$ cat config.mk
export PLATFORM = sky130hd
export DESIGN_NAME = tick_debouncer_flat
export DESIGN_NICKNAME = d
export VERILOG_FILES = /design/src/rtl/tick_debouncer_if.sv /design/src/rtl/tick_debouncer.sv /design/src/flat_wrapper.sv
export SDC_FILE = /design/constraint.sdc
export NUM_CORES = 1
export LEC_CHECK = 0
export ABC_AREA = 1
export CAP_MARGIN = 20
export CORE_AREA = 2 2 40 42
export CTS_CLUSTER_SIZE = 16
export DETAILED_ROUTE_END_ITERATION = 6
export DIE_AREA = 0 0 42 44
export GPL_ROUTABILITY_DRIVEN = 1
export HOLD_SLACK_MARGIN = 0.03
export PLACE_DENSITY_LB_ADDON = 0.05
export SYNTH_ARGS = -nofsm -noshare
export SYNTH_HDL_FRONTEND = slang
export SYNTH_SLANG_ARGS = --single-unit
$ cat constraint.sdc
create_clock -name clk -period 1.7 [get_ports clk]
set_clock_uncertainty 0.05 [all_clocks]
set_input_delay 0.255 -clock clk [delete_from_list [all_inputs] [get_ports clk]]
set_output_delay 0.255 -clock clk [all_outputs]
set_load 0.02 [all_outputs]
$ cat src/rtl/tick_debouncer_if.sv
// Signal bundle between the switch/tick source and the debouncer.
// tick_in and the db_* strobes are one-clk pulses; there is no back-pressure.
interface tick_debouncer_if #(
    parameter int CW = 4
);
    logic          tick_in;
    logic          sw;
    logic          db_level;
    logic          db_rise;
    logic          db_fall;
    logic          busy;
    // Debug view of the FSM: 0=ZERO 1=WAIT1 2=ONE 3=WAIT0, plus the tick counter.
    logic [1:0]    dbg_state;
    logic [CW-1:0] dbg_cnt;

    modport master (
        output tick_in,
        output sw,
        input  db_level,
        input  db_rise,
        input  db_fall,
        input  busy,
        input  dbg_state,
        input  dbg_cnt
    );

    modport slave (
        input  tick_in,
        input  sw,
        output db_level,
        output db_rise,
        output db_fall,
        output busy,
        output dbg_state,
        output dbg_cnt
    );
endinterface

$ cat src/rtl/tick_debouncer.sv
// Switch debouncer: 2-flop synchroniser followed by a 4-state FSM that requires
// STABLE_TICKS consecutive tick_in samples of a new level before db_level moves.
module tick_debouncer #(
    parameter int STABLE_TICKS = 3,
    parameter int CW           = 4
) (
    input  logic            clk,
    input  logic            reset,
    tick_debouncer_if.slave bus
);

    typedef enum logic [1:0] {
        ZERO  = 2'd0,
        WAIT1 = 2'd1,
        ONE   = 2'd2,
        WAIT0 = 2'd3
    } state_t;

    localparam logic [CW-1:0] LAST_CNT = CW'(STABLE_TICKS - 1);

    logic [1:0]    sync_q;
    logic          sw_s;
    state_t        state_q;
    logic [CW-1:0] cnt_q;
    logic          db_level_q;
    logic          db_rise_q;
    logic          db_fall_q;
    logic          busy_q;

    always_ff @(posedge clk or posedge reset) begin
        if (reset) begin
            sync_q <= 2'b00;
        end else begin
            sync_q <= {sync_q[0], bus.sw};
        end
    end

    assign sw_s = sync_q[1];

    // Outputs are updated alongside the state so they always match state_q;
    // an abort (level back to the stable value) takes priority over a tick.
    always_ff @(posedge clk or posedge reset) begin
        if (reset) begin
            state_q    <= ZERO;
            cnt_q      <= '0;
            db_level_q <= 1'b0;
            db_rise_q  <= 1'b0;
            db_fall_q  <= 1'b0;
            busy_q     <= 1'b0;
        end else begin
            db_rise_q <= 1'b0;
            db_fall_q <= 1'b0;
            case (state_q)
                ZERO: begin
                    if (sw_s) begin
                        state_q <= WAIT1;
                        cnt_q   <= '0;
                        busy_q  <= 1'b1;
                    end
                end
                WAIT1: begin
                    if (!sw_s) begin
                        state_q <= ZERO;
                        cnt_q   <= '0;
                        busy_q  <= 1'b0;
                    end else if (bus.tick_in) begin
                        if (cnt_q == LAST_CNT) begin
                            state_q    <= ONE;
                            cnt_q      <= '0;
                            busy_q     <= 1'b0;
                            db_level_q <= 1'b1;
                            db_rise_q  <= 1'b1;
                        end else begin
                            cnt_q <= cnt_q + 1'b1;
                        end
                    end
                end
                ONE: begin
                    if (!sw_s) begin
                        state_q <= WAIT0;
                        cnt_q   <= '0;
                        busy_q  <= 1'b1;
                    end
                end
                WAIT0: begin
                    if (sw_s) begin
                        state_q <= ONE;
                        cnt_q   <= '0;
                        busy_q  <= 1'b0;
                    end else if (bus.tick_in) begin
                        if (cnt_q == LAST_CNT) begin
                            state_q    <= ZERO;
                            cnt_q      <= '0;
                            busy_q     <= 1'b0;
                            db_level_q <= 1'b0;
                            db_fall_q  <= 1'b1;
                        end else begin
                            cnt_q <= cnt_q + 1'b1;
                        end
                    end
                end
                default: begin
                    state_q    <= ZERO;
                    cnt_q      <= '0;
                    busy_q     <= 1'b0;
                    db_level_q <= 1'b0;
                end
            endcase
        end
    end

    assign bus.db_level  = db_level_q;
    assign bus.db_rise   = db_rise_q;
    assign bus.db_fall   = db_fall_q;
    assign bus.busy      = busy_q;
    assign bus.dbg_state = state_q;
    assign bus.dbg_cnt   = cnt_q;

endmodule

$ cat src/flat_wrapper.sv
// flat-port wrapper written by rule: the top's interface ports become plain ports
module tick_debouncer_flat 
#(
    parameter int STABLE_TICKS = 3,
    parameter int CW           = 4
)
  (clk, reset, bus_tick_in, bus_sw, bus_db_level, bus_db_rise, bus_db_fall, bus_busy, bus_dbg_state, bus_dbg_cnt);
  tick_debouncer_if #(.CW(CW)) bus_i ();
  input  logic clk;
  input  logic reset;
  input wire logic [$bits(bus_i.tick_in)-1:0] bus_tick_in;
  input wire logic [$bits(bus_i.sw)-1:0] bus_sw;
  output wire logic [$bits(bus_i.db_level)-1:0] bus_db_level;
  output wire logic [$bits(bus_i.db_rise)-1:0] bus_db_rise;
  output wire logic [$bits(bus_i.db_fall)-1:0] bus_db_fall;
  output wire logic [$bits(bus_i.busy)-1:0] bus_busy;
  output wire logic [$bits(bus_i.dbg_state)-1:0] bus_dbg_state;
  output wire logic [$bits(bus_i.dbg_cnt)-1:0] bus_dbg_cnt;
  assign bus_i.tick_in = bus_tick_in;
  assign bus_i.sw = bus_sw;
  assign bus_db_level = bus_i.db_level;
  assign bus_db_rise = bus_i.db_rise;
  assign bus_db_fall = bus_i.db_fall;
  assign bus_busy = bus_i.busy;
  assign bus_dbg_state = bus_i.dbg_state;
  assign bus_dbg_cnt = bus_i.dbg_cnt;
  tick_debouncer #(.STABLE_TICKS(STABLE_TICKS), .CW(CW)) u_core (.clk(clk), .reset(reset), .bus(bus_i));
endmodule
==> results.cfg <==
[run_status]
status = finished, final reports clean

[timing]
final_hold_viol_count = 0
clock.fmax_mhz = 612
fin_setup_tns_ns = 0
unrepaired_setup_endpoints_after_global_routing = no
setup-violations-final = 0
slew_viol_final = 0
final_period_utilization = 0.961
period_minus_slack_ns = 1.63
worst_slew_pin_slew_ns = 0.443
timing.slew.headroom = 0.704
whs_ns = 0.211

[layout]
antenna_cells_inserted = 0
areaGrowthSynthToFinish_pct = 32.6
total_area_of_multi_input_combinational_cells_sq_um = 226
drive_gt1_frac = 0.149
layout.area.seq_sq_um = 300
total_nets_final = 94
layout.filler_cells = 131

[clock_tree]
cts-buffers-inserted = 3
clock_root_buffer = sky130_fd_sc_hd__clkbuf_4
worst_skew_pair.late_latency_ns = 0.28
clk_path_buf_depth = 2
post_cts_resized = 0
cts_tree = yes
cts.hold.buffers_added = 0
clk_pin_slew_ns = 0.08
clock_sink_count = 12
cts.repair_timing.setup_buffer_count = 0
clock_tree.htree_level_count = 1

[min_path]
hold_path_class = in -> async

[route]
wl_per_cell_microns = 10.1
vias_per_cell = 4.51
detailedRoute.firstIterationViolations = 5
drtAntennaViolNets = 0
via_count = 465
sum_of_routed_wire_length_over_all_layers_microns = 1040
drcViolationCount = 0
detail_route.first_pass.iterations = 4

[logic_synthesis]
synth.top_cells.by_area = sky130_fd_sc_hd__dfrtp_1, sky130_fd_sc_hd__nand2_1, sky130_fd_sc_hd__inv_1
yosys_warnings = 0
synthArstFlopShare = 1.00
postSynthNetCount = 76
ys_seq_elements = 12
post-synth-top-area-fraction = 0.512
synth_cell_type_count = 16
yosysMostFrequentCell = sky130_fd_sc_hd__nand2_1
synthesis.instances = 70
synth_area_sq_um = 587
synth_top_cells_by_count = sky130_fd_sc_hd__nand2_1, sky130_fd_sc_hd__inv_1, sky130_fd_sc_hd__dfrtp_1, sky130_fd_sc_hd__nor2_1
synth-seq-area-share = 0.512
synth_ff_type = sky130_fd_sc_hd__dfrtp_1
synthDominantAreaCellType = sky130_fd_sc_hd__dfrtp_1
syn_area_per_cell_sq_um = 8.38
synth-edff-count = 0

[power_and_ir_drop]
switching_power_uw = 480
share_clk_of_total_power = 0.201
cellInternalPower_uw = 698
portion_of_total_power_attributed_to_sequential_cells = 0.366
leakage_power_figure_uw = 0.000432
swShare = 0.408
power_frac_comb = 0.433
powerDensity_nw_per_um2 = 1510
ir_worst_vdd_uv = 789

[worst_setup_path]
launching_element_type_of_the_critical_path = flop
ff2ff_path_depth = 9
slowest_delay_ns = 0.63
worstPathRequired_ns = 1.39
endpoint_kind = output port
critical-path-slowest-cell = sky130_fd_sc_hd__clkdlybuf4s50_1
worst_path_dominant_cell_family = buffers and inverters
worst_ep_arrival_time_ns = 1.33
worst_setup_path_class = reg -> out
worst-path-max-fanout = 4
cp.buffers_inverters = 1
timing.critical_path.cells = clkdlybuf4s50_1
timing.reg2reg.setup_slack_ns = 0.32
worstReg2RegStart = u_core.bus.dbg_cnt[0]
end_of_the_worst_register_to_register_path = u_core.bus.dbg_cnt[2]

[grt]
grt_pass1_wl_microns = 1810
busiest_layer = met2
grt_antenna_before_repair = 0
vias_in_the_first_global_route = 407
globalRoute.totalOverflow = 0
met2_usage = 0.191
gr-usage-met3 = 0.0250
groute.usage.overall = 0.139
grt_max_degree = 13
grtUsageMet1 = 0.182

[placement]
hpwl_detailed_microns = 769
port-buffer-count = 13
gpl.final_weighted_congestion = 0.774

[run]
drv_cap = 0

[die]
core-area_sq_um = 1420
die_x_extent_microns = 42
pin_count = 14
dieHeight_microns = 44
fp-row-count = 14
initial_core_util = 0.414
die_area_sq_um = 1850
power by group through the flow:
stage / Clock [uW] / Combinational, uW / Sequential, uW
3_5_place_dp: 0 / 515 / 441
5_1_grt: 256 / 559 / 446
6_report: 237 / 510 / 432
2_1_floorplan: 0 / 245 / 511
4_1_cts: 245 / 519 / 434
3_3_place_gp: 0 / 522 / 441
cell families after synthesis:
kind of cell	Yosys count	share of synthesized area
AOI/OAI and AO/OA	6	0.0533
xor gates and xnor gates	1	0.0149
DFF	12	0.512
buffers and inverters	16	0.102
adders and majority gates	2	0.0426
and+or+nand+nor	33	0.275
per-stage QoR:
| stage | instance area, sq um | cells | power, uW | util | setup WS, ns |
|---|---|---|---|---|---|
| after floorplan | 587 | 70 | 756 | - | 0.308 |
| after global placement | 737 | 99 | 963 | 0.519 | 0.192 |
| after detailed placement | 737 | 99 | 956 | 0.519 | 0.162 |
| after CTS | 773 | 103 | 1200 | 0.545 | 0.0155 |
| after global routing | 778 | 103 | 1260 | 0.549 | 0.0118 |
| final | 778 | 103 | 1180 | 0.549 | 0.0670 |
layout by cell type, fill, tap and decap left out:
cell type / count
sky130_fd_sc_hd__nand2_1: 16
sky130_fd_sc_hd__inv_1: 15
sky130_fd_sc_hd__dfrtp_1: 12
sky130_fd_sc_hd__clkdlybuf4s50_1: 11
sky130_fd_sc_hd__nor2_1: 6
sky130_fd_sc_hd__nand2_2: 4
sky130_fd_sc_hd__o21ai_0: 4
sky130_fd_sc_hd__clkbuf_4: 3
sky130_fd_sc_hd__nand3_2: 2
sky130_fd_sc_hd__nand3_1: 2
sky130_fd_sc_hd__ha_1: 2
sky130_fd_sc_hd__dlymetal6s2s_1: 2
sky130_fd_sc_hd__inv_2: 1
sky130_fd_sc_hd__nor2_2: 1
sky130_fd_sc_hd__nand4_1: 1
sky130_fd_sc_hd__nor2_4: 1
sky130_fd_sc_hd__xnor2_1: 1
sky130_fd_sc_hd__o22ai_1: 1
sky130_fd_sc_hd__o21ai_1: 1
sky130_fd_sc_hd__clkbuf_8: 1
area by class of cell:
| cell class | instances | area share |
|---|---|---|
| clock buffer | 4 | 0.0466 |
| timing repair buffer | 13 | 0.174 |
| multi-input combinational | 42 | 0.291 |
| sequential | 12 | 0.386 |
| tap | 16 | 0.0257 |
| inverter | 16 | 0.0772 |
registers in the layout, summed over array words and instances, names as in the netlist, named ones only:
name,flops
u_core.bus.busy,1
u_core.bus.dbg_state,1
u_core.bus.db_fall,1
u_core.bus.db_level,1
u_core.sync_q,2
u_core.bus.dbg_cnt,4
u_core.bus.db_rise,1
how the worst max path moves through the flow:
stage | start | to | cells past startpoint
floorplan | u_core.bus.dbg_cnt[0] | u_core.bus.dbg_cnt[2] | 9
global placement | bus_tick_in | u_core.bus.busy | 8
detailed placement | bus_tick_in | u_core.bus.dbg_cnt[2] | 8
CTS | u_core.bus.dbg_cnt[1] | bus_dbg_cnt[1] | 1
global route | flop | bus_dbg_state[1] | 1
finish | u_core.bus.dbg_state[0] | bus_dbg_state[0] | 1
layer usage:
metal	up-vias	wire length [microns]
li1	244	-
met1	200	533
met2	16	405
met3	5	58
met4	0	44
met5	-	0
No activity file was read; power rests on OpenSTA's default activity.
